--- config.mk ---
export PLATFORM = sky130hd
export DESIGN_NAME = counter_ctrl
export DESIGN_NICKNAME = d
export VERILOG_FILES = /design/src/rtl/counter_ctrl.sv
export SDC_FILE = /design/constraint.sdc
export NUM_CORES = 1
export LEC_CHECK = 0
export ABC_AREA = 1
export BUFFER_PORTS_ARGS = -buffer_cell sky130_fd_sc_hd__buf_2
export CORE_ASPECT_RATIO = 1.25
export CORE_MARGIN = 4
export CORE_UTILIZATION = 40
export DETAILED_ROUTE_END_ITERATION = 6
export PLACE_DENSITY = 0.74
export RECOVER_POWER = 25
export SLEW_MARGIN = 20
export SYNTH_ARGS = -nofsm -noshare
export SYNTH_HDL_FRONTEND = slang
export SYNTH_SLANG_ARGS = --single-unit
--- constraint.sdc ---
create_clock -name clock -period 1.5 [get_ports clock]
set_clock_uncertainty 0.05 [all_clocks]
set_input_delay 0.3 -clock clock [delete_from_list [all_inputs] [get_ports clock]]
set_output_delay 0.3 -clock clock [all_outputs]
set_load 0.02 [all_outputs]
--- src/rtl/counter_ctrl.sv ---
// counter_ctrl: sequencing controller that turns an external 16-bit counter
// into a programmable interval timer. It adds a prescaler, one-shot or
// periodic mode, hold, start/stop, and terminal-event flags.
module counter_ctrl #(
  parameter int unsigned BIT_SZ  = 16,
  parameter int unsigned PRE_SZ  = 8,
  parameter int unsigned WRAP_SZ = 8
) (
  input  logic               clock,
  input  logic               reset,
  input  logic               start,
  input  logic               stop,
  input  logic               hold,
  input  logic               periodic,
  input  logic [BIT_SZ-1:0]  period,
  input  logic [PRE_SZ-1:0]  prescale,
  input  logic [BIT_SZ-1:0]  count,
  output logic               cnt_enable,
  output logic               cnt_clear,
  output logic               busy,
  output logic               tick,
  output logic               done,
  output logic [WRAP_SZ-1:0] wraps
);

  typedef enum logic [1:0] {
    S_IDLE = 2'd0,
    S_LOAD = 2'd1,
    S_RUN  = 2'd2,
    S_DONE = 2'd3
  } state_e;

  state_e             state_q, state_d;
  logic [PRE_SZ-1:0]  pre_cnt_q, pre_cnt_d;
  logic [BIT_SZ-1:0]  period_q, period_d;
  logic [PRE_SZ-1:0]  prescale_q, prescale_d;
  logic               mode_q, mode_d;
  logic               tick_q, tick_d;
  logic               done_q, done_d;
  logic [WRAP_SZ-1:0] wraps_q, wraps_d;

  logic run_active;
  logic pre_hit;
  logic at_period;
  logic term_evt;
  logic per_term;
  logic one_term;

  // RUN-cycle qualifiers; stop and start take precedence over timing and hold.
  always_comb begin
    run_active = reset && (state_q == S_RUN) && !stop && !start && !hold;
    pre_hit    = run_active && (pre_cnt_q == prescale_q);
    at_period  = (count == period_q);
    term_evt   = pre_hit && at_period;
    per_term   = term_evt && mode_q;
    one_term   = term_evt && !mode_q;
  end

  // State register and all registered datapath values.
  always_ff @(posedge clock) begin
    if (!reset) begin
      state_q    <= S_IDLE;
      pre_cnt_q  <= '0;
      period_q   <= '0;
      prescale_q <= '0;
      mode_q     <= 1'b0;
      tick_q     <= 1'b0;
      done_q     <= 1'b0;
      wraps_q    <= '0;
    end else begin
      state_q    <= state_d;
      pre_cnt_q  <= pre_cnt_d;
      period_q   <= period_d;
      prescale_q <= prescale_d;
      mode_q     <= mode_d;
      tick_q     <= tick_d;
      done_q     <= done_d;
      wraps_q    <= wraps_d;
    end
  end

  // Next-state logic: stop beats start, start restarts from any state.
  always_comb begin
    state_d = state_q;
    if (stop) begin
      state_d = S_IDLE;
    end else if (start) begin
      state_d = S_LOAD;
    end else begin
      case (state_q)
        S_LOAD:  state_d = S_RUN;
        S_RUN:   if (one_term) state_d = S_DONE;
        default: state_d = state_q;
      endcase
    end
  end

  // Counter control and status outputs decoded from the current state.
  always_comb begin
    cnt_enable = pre_hit && !at_period;
    cnt_clear  = !reset || (state_q == S_LOAD) || per_term;
    busy       = (state_q == S_LOAD) || (state_q == S_RUN);
  end

  // Datapath next values: config latch in LOAD, prescaler and wrap count in RUN.
  always_comb begin
    pre_cnt_d  = pre_cnt_q;
    period_d   = period_q;
    prescale_d = prescale_q;
    mode_d     = mode_q;
    wraps_d    = wraps_q;
    tick_d     = per_term;
    done_d     = (state_d == S_DONE);
    if (state_q == S_LOAD) begin
      period_d   = period;
      prescale_d = prescale;
      mode_d     = periodic;
      pre_cnt_d  = '0;
      wraps_d    = '0;
    end else if (run_active) begin
      if (pre_hit) begin
        pre_cnt_d = '0;
      end else begin
        pre_cnt_d = pre_cnt_q + PRE_SZ'(1);
      end
      if (per_term && (wraps_q != '1)) begin
        wraps_d = wraps_q + WRAP_SZ'(1);
      end
    end
  end

  assign tick  = tick_q;
  assign done  = done_q;
  assign wraps = wraps_q;

endmodule
==> results.toml, run 1 <==
[worst_hold_path]
hold_path_cell_cnt = 3
worst_hold_path_type = "in2reg"

[floorplanning]
floorplan.die_area_um2 = 7380
placement_rows = 31
initial_utilization_pct = 41.4
fp.dieH_um = 95.0
die-width_um = 77.6
core-area_um2 = 5860
pin_count = 59

[routing]
drtIter0Drc = 174
drt-pass1-iter-count = 4
drt-wirelength-per-cell_um = 12.3
detail_route.wirelength_um = 6990
remaining_drc_errors = 0
detail-route-antenna-nets = 0
vias_per_cell = 4.68
routed-via-count = 2664

[synth]
ys_types = 25
syn-mean-instance-area_um2 = 6.53
area_share_of_the_largest_cell_type_after_synthesis_pct = 37.2
netlist_instances = 371
yosysTopAreaCell = "dfxtp_1"
synth_area_um2 = 2420
yosys_warnings = 0
yosys-top-cells-area = "dfxtp_1 (37%), nand2_1 (14%), nor2_1 (9.4%), inv_1 (9.1%), o21ai_0 (5.4%)"
ys_ff_latch = 45
synth_sequential_area_ratio_pct = 37.2
syn-num-nets = 422

[setup_path]
critPathKind = "reg2out"
worstRegToRegCells = 14
timing.critical_path.to_type = "primary output"
timing.critical_path.slowest_cell_delay_ns = 0.37
critical_path_depth = 10
cpMaxStageDelayCell = "dfxtp_4"
worstPathCellList = "nor2_4, nor2_2, nor2_1, nand2_1, nor2_2, nand2_2, nor2_8, nand2_4, nand2_4, buf_6"
critPathLaunchType = "register"
timing.critical_path.max_delay_family = "simple AND/OR/NAND/NOR gates"
timing.critical_path.required_ns = 1.15
worst-path-max-fanout = 3
worst-path-buf-inv = 1
worst-endpoint-arrival_ns = 1.67

[clock_network]
sinks_on_clock_net = 45
cts_tree = "done"
ctsHtreeMaxLevel = 2
insertion_delay_ns = 0.30
clk_transition_reported_paths_ns = 0.08
clock-root-buffer = "clkbuf_8"
cts_inserted_buffers = 5
maximum_count_of_clock_buffers_along_a_single_path = 2

[sta]
final_period_demand_of_the_worst_path_ns = 2.02
post-route-period-util_pct = 135
setup_viol_count_final = 18
max_freq_mhz = 494
relSlewSlack_pct = 80.8
tightestPinTransition_ns = 0.286
timing.final.ws_setup_ns = -0.523
hold_violations = 0
rsz0062_at_grt = "yes"
final_slew_viol_count = 0

[pwr]
vdd_ir_drop_max_mv = 0.519
share_comb_of_total_power_pct = 16.9
share_clk_of_total_power_pct = 36.0
leakage_nw = 1.82
seq_power_share_pct = 47.1
cellInternalPower_mw = 1.99
total_net_switching_power_uw = 690
pwr_density_cell_nw_per_um2 = 733
power_switching_share_pct = 25.7

[global_routing]
gr-usage-all-layers_pct = 17.0
grt_antenna_before_repair = 0
grt_pass1_wl_um = 10200
grt_pass1_vias = 2555
grt_remaining_overflow = 0
grt_max_degree = 32

[placement]
placement.io_buffers = 58
placement.setup.worst_slack_ns = -0.373
globalplace.congestion = 0.828
place_area_um2 = 3200
post_detailed_placement_half_perimeter_wirelength_um = 4640

[outcome]
violations_in_the_final_reports = "negative setup slack"
outcome = "finished with violations"

[finish]
layout.nets = 537
drive_above_1_share_pct = 38.6
fin_util_pct = 62.5
antenna-diode-count = 0
area_growth_pct = 51.1
finalInstanceArea_um2 = 3660

[run]
drv.max_cap_violation_count = 0
-- metrics by stage --
step / hold slack, ns / cells / TNS, ns / power, mW
finish: 0.171 / 569 / -3.80 / 2.68
detailed placement: 0.418 / 551 / -4.15 / 1.65
floorplan: 0.385 / 371 / -0.0477 / 1.48
global route: 0.161 / 569 / -5.81 / 2.80
CTS: 0.165 / 562 / -2.66 / 2.63
global placement: 0.407 / 551 / -3.62 / 1.64
-- layer usage --
| layer | up-vias | part of all wire (%) | wire [µm] | global-route usage (%) |
|---|---|---|---|---|
| met5 | - | 0 | 0 | 0 |
| met4 | 0 | 1.4 | 98 | 6.53 |
| met3 | 8 | 4.2 | 292 | 3.50 |
| met2 | 65 | 54 | 3800 | 34.2 |
| met1 | 1198 | 40 | 2800 | 16.8 |
| li1 | 1393 | - | - | - |
-- kinds of logic after synthesis --
group           Yosys count  share of synthesized area, %
compound gates           52                          10.8
simple gates            189                          34.8
fa+ha+maj                 5                          2.58
flops                    45                          37.2
xor+xnor                  9                          3.25
buf+inv                  71                          11.4
-- cell usage after synthesis --
library cell,number
nor2_2,3
xnor2_1,4
nand3_1,9
inv_2,3
nor2_1,61
nor3_1,3
a21oi_1,25
nor2_8,2
nand2_1,91
clkbuf_1,6
nor3b_1,2
ha_1,5
buf_6,1
buf_2,1
nand3_2,1
dfxtp_1,45
nand3_4,2
or2_2,1
nand4_1,13
nand2_2,1
buf_1,1
xor2_1,5
o31ai_1,1
inv_1,59
o21ai_0,26
-- final timing paths --
kind                             from                         to  slack [ns]
min                         period[5]   period_q[5]$_SDFFE_PN0P_        0.17
min reg2reg  period_q[2]$_SDFFE_PN0P_   period_q[2]$_SDFFE_PN0P_        0.43
max          period_q[6]$_SDFFE_PN0P_                  cnt_clear       -0.52
max reg2reg     state_q[0]$_SDFF_PN0_  pre_cnt_q[7]$_SDFFE_PP0P_       -0.33
-- state kept, by name, indices dropped and copies added, names as in the netlist --
register    count
period_q       16
pre_cnt_q       8
prescale_q      8
wraps           8
state_q         2
done            1
mode_q          1
tick            1
-- cells in the final DEF, fill, tap and decap left out, types with 9 or more instances in the layout --
| cell | instances |
|---|---|
| a21oi_1 | 23 |
| inv_1 | 51 |
| dfxtp_1 | 35 |
| dfxtp_2 | 9 |
| inv_2 | 9 |
| nand2_1 | 81 |
| nor2_2 | 12 |
| o21ai_0 | 9 |
| nor2_1 | 47 |
| nand4_1 | 13 |
| buf_2 | 51 |
| buf_6 | 14 |
| o21ai_1 | 14 |
| buf_4 | 43 |
-- worst min-delay path, cell delays in order --
cell	delay, ns
buf_2	0.08
nor2_1	0.03
nor2_1	0.08
-- cell type report --
type,count,area (µm²)
Sequential cell,45,916
Fill cell,494,2200
Inverter,62,239
Timing Repair Buffer,117,828
Clock buffer,7,86.3
Tap cell,82,103
Multi-Input combinational cell,255,1460
Clock inverter,1,30.0
-- power groups by stage --
stage	clock network, mW	logic, mW	registers (mW)
5_1_grt	1.02	0.501	1.27
4_1_cts	0.981	0.386	1.26
3_5_place_dp	0	0.366	1.29
3_3_place_gp	0	0.356	1.29
2_1_floorplan	0	0.202	1.28
6_report	0.967	0.453	1.27
-- repair_timing --
item	4_1_cts	5_1_grt
pin swaps	13	27
gates resized for setup	27	70
setup buffers	6	10
cloned	0	3
endpoints found under the setup margin	19	36
hold buffers	0	0
Power figures use the tool's default switching activity.
==> run 2, diff against run 1 <==
--- a/config.mk
+++ b/config.mk
@@ -5,13 +5,15 @@
 export SDC_FILE = /design/constraint.sdc
 export NUM_CORES = 1
 export LEC_CHECK = 0
-export ABC_AREA = 1
+export ABC_AREA = 0
 export BUFFER_PORTS_ARGS = -buffer_cell sky130_fd_sc_hd__buf_2
+export CELL_PAD_IN_SITES_DETAIL_PLACEMENT = 2
+export CELL_PAD_IN_SITES_GLOBAL_PLACEMENT = 2
 export CORE_ASPECT_RATIO = 1.25
 export CORE_MARGIN = 4
-export CORE_UTILIZATION = 40
+export CORE_UTILIZATION = 28
 export DETAILED_ROUTE_END_ITERATION = 6
-export PLACE_DENSITY = 0.74
+export PLACE_DENSITY = 0.83
 export RECOVER_POWER = 25
 export SLEW_MARGIN = 20
 export SYNTH_ARGS = -nofsm -noshare
==> constraint.sdc (replaced) <==
create_clock -name clock -period 1.5 [get_ports clock]
set_clock_uncertainty 0.05 [all_clocks]
set_input_delay 0.3 -clock clock [delete_from_list [all_inputs] [get_ports clock]]
set_output_delay 0.3 -clock clock [all_outputs]
set_load 0.1 [all_outputs]
==> run 2 against run 1 <==
Fmax shrank 12%. First-iteration DRC count shrank 64%. Largest power group unchanged. The flow still finishes with violations (negative setup slack). Core utilization shrank 14 points. Critical endpoint unchanged.
==> results.toml, run 2 <==
[outcome]
outcome = "finished with violations"
violations_in_the_final_reports = "negative setup slack"

[synth]
yosys-top-cells-area = "dfxtp_1 (40%), mux2i_1 (11%), xor2_1 (11%), nor2b_1 (7.2%), ha_1 (2.8%)"
yosysTopAreaCell = "dfxtp_1"
synthTopCellsByCount = "dfxtp_1 (45), xor2_1 (28), mux2i_1 (26), nor2b_1 (26), nor2_1 (13)"
synth_enable_flop_cells = 0
synthMostInstantiatedCell = "dfxtp_1"
ys.flop_type = "dfxtp_1"
synthArstFlopShare_pct = 0
ys_ff_latch = 45
area_share_of_the_largest_cell_type_after_synthesis_pct = 39.6
yosys_warnings = 0
syn-mean-instance-area_um2 = 9.59
netlist_instances = 237
syn-num-nets = 288
ys_types = 40
synth_area_um2 = 2270
synth_sequential_area_ratio_pct = 39.6

[sta]
tightestPinTransition_ns = 0.496
timing.final.ws_setup_ns = -0.808
hold_violations = 0
post-route-period-util_pct = 154
final_slew_viol_count = 0
final_period_demand_of_the_worst_path_ns = 2.31
hold_ws_ns = 0.209
setup_viol_count_final = 24
rsz0062_at_grt = "yes"
max_freq_mhz = 433
relSlewSlack_pct = 67.1

[clock_network]
cts_tree = "done"
sinks_on_clock_net = 45
ctsHtreeMaxLevel = 2
clock-root-buffer = "clkbuf_8"
clk_transition_reported_paths_ns = 0.09
insertion_delay_ns = 0.31
number_of_buffers_inserted_for_hold_repair_after_clock_tree_synthesis = 0
cts_inserted_buffers = 5
maximum_count_of_clock_buffers_along_a_single_path = 2

[finish]
largest_reg_flops = 16
fin_util_pct = 48.2
drive_above_1_share_pct = 61.4
largest-register = "period_q"
final_cell_count_no_fill = 450
antenna-diode-count = 0
layout.nets = 405
area_growth_pct = 66.3
finalInstanceArea_um2 = 3780
most-common-layout-cells = "buf_2 (49), buf_4 (49), mux2i_1 (25), nor2b_1 (25), dfxtp_2 (23)"

[routing]
remaining_drc_errors = 0
routed-via-count = 2208
drt-pass1-iter-count = 4
drtIter0Drc = 63
vias_per_cell = 4.91
detail_route.wirelength_um = 9320
drt-wirelength-per-cell_um = 20.7
detail-route-antenna-nets = 0

[pwr]
vdd_ir_drop_max_mv = 0.400
leakage_nw = 1.53
pwr_density_cell_nw_per_um2 = 651
post-layout-total-power_mw = 2.46

[placement]
placed_cells = 427
place_area_um2 = 3200
globalplace.congestion = 0.828
placement.io_buffers = 58
post_detailed_placement_half_perimeter_wirelength_um = 5750

[setup_path]
cpMaxStageDelayCell = "nor4_1"
worst-path-buf-inv = 1
critPathLaunchType = "register"
worst-path-max-fanout = 2
timing.critical_path.slowest_cell_delay_ns = 0.37
timing.critical_path.required_ns = 1.15
critPathKind = "reg2out"
timing.critical_path.max_delay_family = "simple AND/OR/NAND/NOR gates"
worst-endpoint-arrival_ns = 1.96
timing.critical_path.to_type = "primary output"
worstPathCellList = "xor2_1, nor4_1, nand4_1, nor2_2, a21o_4, buf_12"

[floorplanning]
fp.dieH_um = 109
placement_rows = 36
floorplan.die_area_um2 = 9630
initial_utilization_pct = 29.0
die-width_um = 88.6
pin_count = 59
core-area_um2 = 7840

[global_routing]
gr-usage-all-layers_pct = 18.7
grt_remaining_overflow = 0
grt_max_degree = 29
grt_pass1_vias = 2509
grt_antenna_before_repair = 0
grt_pass1_wl_um = 13500

[worst_hold_path]
worst_hold_path_type = "in2reg"

[run]
drv.max_cap_violation_count = 0
-- run 2: area by class of cell --
type	instances	area, µm²
flip-flops and latches	45	960
clock inverters	1	8.76
repair buffers	120	886
multi-input cells	178	1720
fillers	807	4060
inverters	4	15.0
well taps	95	119
clock buffers	7	76.3
-- run 2: cell families (layout without fill, tap and decap cells) --
kind of cell,after synthesis,in the layout,synth area share (%)
flip-flops,45,45,39.6
AO/OA/AOI/OAI,20,20,6.00
adder cells (fa/ha/maj),5,5,2.75
buffers and inverters,14,132,2.31
AND/OR/NAND/NOR,97,97,26.3
XOR/XNOR,30,30,11.6
multiplexers,26,26,11.4
-- run 2: what timing repair did --
item / 4_1_cts / 5_1_grt
setup endpoints to repair: 28 / 33
resized for setup: 63 / 37
setup buffers: 12 / 9
pin swaps: 21 / 23
-- run 2: path summary, 6_finish.rpt --
| check | startpoint | end | slack (ns) | cells after the start |
|---|---|---|---|---|
| min reg2reg | wraps[7]$_SDFFE_PP0P_ | wraps[7]$_SDFFE_PP0P_ | 0.45 | 2 |
| max reg2reg | period_q[0]$_SDFFE_PN0P_ | wraps[5]$_SDFFE_PP0P_ | -0.58 | 6 |
| max | period_q[0]$_SDFFE_PN0P_ | cnt_clear | -0.81 | 6 |
| min | prescale[1] | prescale_q[1]$_SDFFE_PN0P_ | 0.21 | 3 |
-- run 2: through the flow --
step	setup slack [ns]	TNS [ns]
after floorplan	-0.427	-2.42
after global placement	-0.593	-7.32
after detailed placement	-0.619	-8.13
after CTS	-0.741	-6.50
after global routing	-0.886	-9.97
final	-0.808	-7.88
-- run 2: per-layer routing --
metal  track usage (%)  vias to the layer above  part of all wire [%]
li1                  -                     1050                     -
met1              21.0                     1096                    38
met4              5.18                        0                   1.8
met2              35.0                       49                    56
met5                 0                        -                     0
met3              3.78                       13                   3.4
-- run 2: power breakdown --
group / internal [mW] / switching, mW / total, mW
registers: 1.21 / 0.0262 / 1.24
clock network: 0.334 / 0.438 / 0.772
logic: 0.226 / 0.226 / 0.453
-- run 2: worst reg2reg max path: stages (launching register included) --
cell and delay [ns]:
dfxtp_1 0.34, xor2_1 0.16, nor4_1 0.37, nand4_1 0.23, buf_4 0.22, or4_4 0.49
a21oi_2 0.16
==> run 3, diff against run 2 <==
--- a/config.mk
+++ b/config.mk
@@ -13,8 +13,10 @@
 export CORE_MARGIN = 4
 export CORE_UTILIZATION = 28
 export DETAILED_ROUTE_END_ITERATION = 6
-export PLACE_DENSITY = 0.83
+export PLACE_DENSITY = 0.75
 export RECOVER_POWER = 25
+export SETUP_SLACK_MARGIN = 0.05
+export SKIP_LAST_GASP = 1
 export SLEW_MARGIN = 20
 export SYNTH_ARGS = -nofsm -noshare
 export SYNTH_HDL_FRONTEND = slang
==> run 3 against run 2 <==
The flow still finishes with violations (negative setup slack). First-iteration DRC count fell by 60%. Fmax increased by 0.54%. Setup slack improved by 0.012 ns. Die area did not move. Sequential power hardly changed. Critical path depth up 1. Non-clock buffer count is 2 lower. Register-to-register slack lost 0.19 ns. Final cell count down 0.67%. Worst hold slack improved by 0.0053 ns. Critical path type unchanged. Largest power group unchanged.
==> results.toml, run 3 (synthesis gave the netlist of run 2 again) <==
[placement]
place_area_um2 = 3190
placement.setup.worst_slack_ns = -0.715
placement.io_buffers = 58
placed_cells = 426
globalplace.congestion = 0.782
post_detailed_placement_half_perimeter_wirelength_um = 5650

[finish]
largest-register = "period_q"
area_growth_pct = 65.5
mostFrequentLayoutCell = "buf_4"
layout.nets = 403
final_cell_count_no_fill = 447
largest_reg_flops = 16
num-fill-cells = 836
multiInputGateArea_um2 = 1730
layout.area.seq_um2 = 950
antenna-diode-count = 0
finalInstanceArea_um2 = 3760
fin_util_pct = 48.0
drive_above_1_share_pct = 59.4
most-common-layout-cells = "buf_4 (50), buf_2 (47), mux2i_1 (26), nor2b_1 (25), dfxtp_1 (22)"

[floorplanning]
pin_count = 59
core-area_um2 = 7840
initial_utilization_pct = 29.0
die-width_um = 88.6
fp.dieH_um = 109
floorplan.die_area_um2 = 9630
placement_rows = 36

[setup_path]
regToRegSetupSlack_ns = -0.77
timing.critical_path.to_type = "primary output"
rr_endpoint = "wraps[5]$_SDFFE_PP0P_"
timing.critical_path.required_ns = 1.15
critPathLaunchType = "register"
worstRegToRegCells = 8
worst_r2r_startpoint = "period_q[9]$_SDFFE_PN0P_"
worst-path-buf-inv = 2
worst-path-max-fanout = 2
timing.critical_path.slowest_cell_delay_ns = 0.34
critPathKind = "reg2out"
cpMaxStageDelayCell = "dfxtp_2"
worstPathCellList = "xor2_1, nor4_2, buf_4, nand4_1, nor2_4, a21o_4, buf_12"
worst-endpoint-arrival_ns = 1.95
timing.critical_path.max_delay_family = "simple AND/OR/NAND/NOR gates"

[global_routing]
grt.met2_usage_pct = 33.4
grt_remaining_overflow = 0
gr-usage-all-layers_pct = 18.1
grt.busiest_layer = "met2"
gr-usage-met3_pct = 3.48
grt_pass1_wl_um = 13300
globalRouteMet1Util_pct = 20.3
grt_max_degree = 29
grt_antenna_before_repair = 0
grt_pass1_vias = 2539

[pwr]
pwr_density_cell_nw_per_um2 = 652
share_comb_of_total_power_pct = 17.8
seq_power_share_pct = 50.3
cellInternalPower_mw = 1.79
leakage_nw = 1.54
vdd_ir_drop_max_mv = 0.513
post-layout-total-power_mw = 2.45
share_clk_of_total_power_pct = 31.9
power_switching_share_pct = 27.0
total_net_switching_power_uw = 662

[run]
drv.max_cap_violation_count = 0

[sta]
post-route-period-util_pct = 153
setup_viol_count_final = 22
hold_ws_ns = 0.214
hold_violations = 0
timing.final.ws_setup_ns = -0.795
max_freq_mhz = 436
relSlewSlack_pct = 67.5
rsz0062_at_grt = "yes"
tns_ns = -9.43
final_slew_viol_count = 0
final_period_demand_of_the_worst_path_ns = 2.30
tightestPinTransition_ns = 0.486

[routing]
drtIter0Drc = 25
remaining_drc_errors = 0
routed-via-count = 2190
drt-pass1-iter-count = 4
detail_route.wirelength_um = 8790
vias_per_cell = 4.90
drt-wirelength-per-cell_um = 19.7
detail-route-antenna-nets = 0

[worst_hold_path]
hold_path_cell_cnt = 3
worst_hold_path_type = "in2reg"
hold_path_startpoint = "prescale[0]"
timing.hold.worst_endpoint = "prescale_q[0]$_SDFFE_PN0P_"

[clock_network]
number_of_buffers_inserted_for_hold_repair_after_clock_tree_synthesis = 0
maximum_count_of_clock_buffers_along_a_single_path = 2
clk_transition_reported_paths_ns = 0.08
sinks_on_clock_net = 45
insertion_delay_ns = 0.30
ctsHtreeMaxLevel = 2
cts_tree = "done"
clock-root-buffer = "clkbuf_8"
cts_inserted_buffers = 5

[outcome]
violations_in_the_final_reports = "negative setup slack"
outcome = "finished with violations"
[run 3: cell types whose count changed in the layout (fill, tap and decap cells not counted), sizes merged]
cell	before	now
buf	116	113
clkinv	1	0
clkbuf	11	12
[run 3: power by group through the flow]
stage          logic (mW)  clock network [mW]  registers, mW
3_5_place_dp        0.366                   0           1.26
2_1_floorplan       0.201                   0           1.26
3_3_place_gp        0.352                   0           1.26
5_1_grt             0.470               0.863           1.24
4_1_cts             0.405               0.815           1.23
6_report            0.437               0.784           1.23
[run 3: worst max-delay path by stage]
stage / to / slack, ns / start / cells after the start
after floorplan: cnt_enable / -0.43 / prescale_q[1]$_SDFFE_PN0P_ / 4
after global placement: wraps[5]$_SDFFE_PP0P_ / -0.61 / count[3] / 8
after detailed placement: wraps[5]$_SDFFE_PP0P_ / -0.72 / count[12] / 7
after CTS: cnt_clear / -0.79 / period_q[9]$_SDFFE_PN0P_ / 7
after global routing: cnt_clear / -0.85 / period_q[9]$_SDFFE_PN0P_ / 7
final: cnt_clear / -0.80 / period_q[9]$_SDFFE_PN0P_ / 7
[run 3: area by class of cell]
cell class,count,area share (%)
multi-input combinational,178,46.0
inverter,4,0.399
sequential,45,25.2
clock buffer,7,2.29
tap,95,3.16
timing repair buffer,118,22.9
[run 3: tightest hold or removal path, delay by kind of cell]
family	cells	cell delay, ns
simple gates	1	0.09
mux	1	0.06
buf+inv	1	0.07
[run 3: repair_timing]
item / in CTS / in global routing
resized for setup: 72 / 25
buffers inserted: 11 / 6
endpoints found under the setup margin: 46 / 38
pin swaps: 30 / 22
[run 3: per-layer routing]
layer	share of wire [%]	wire, µm
met1	39	3400
met4	2.6	227
met3	3.6	318
met2	55	4840
met5	0	0
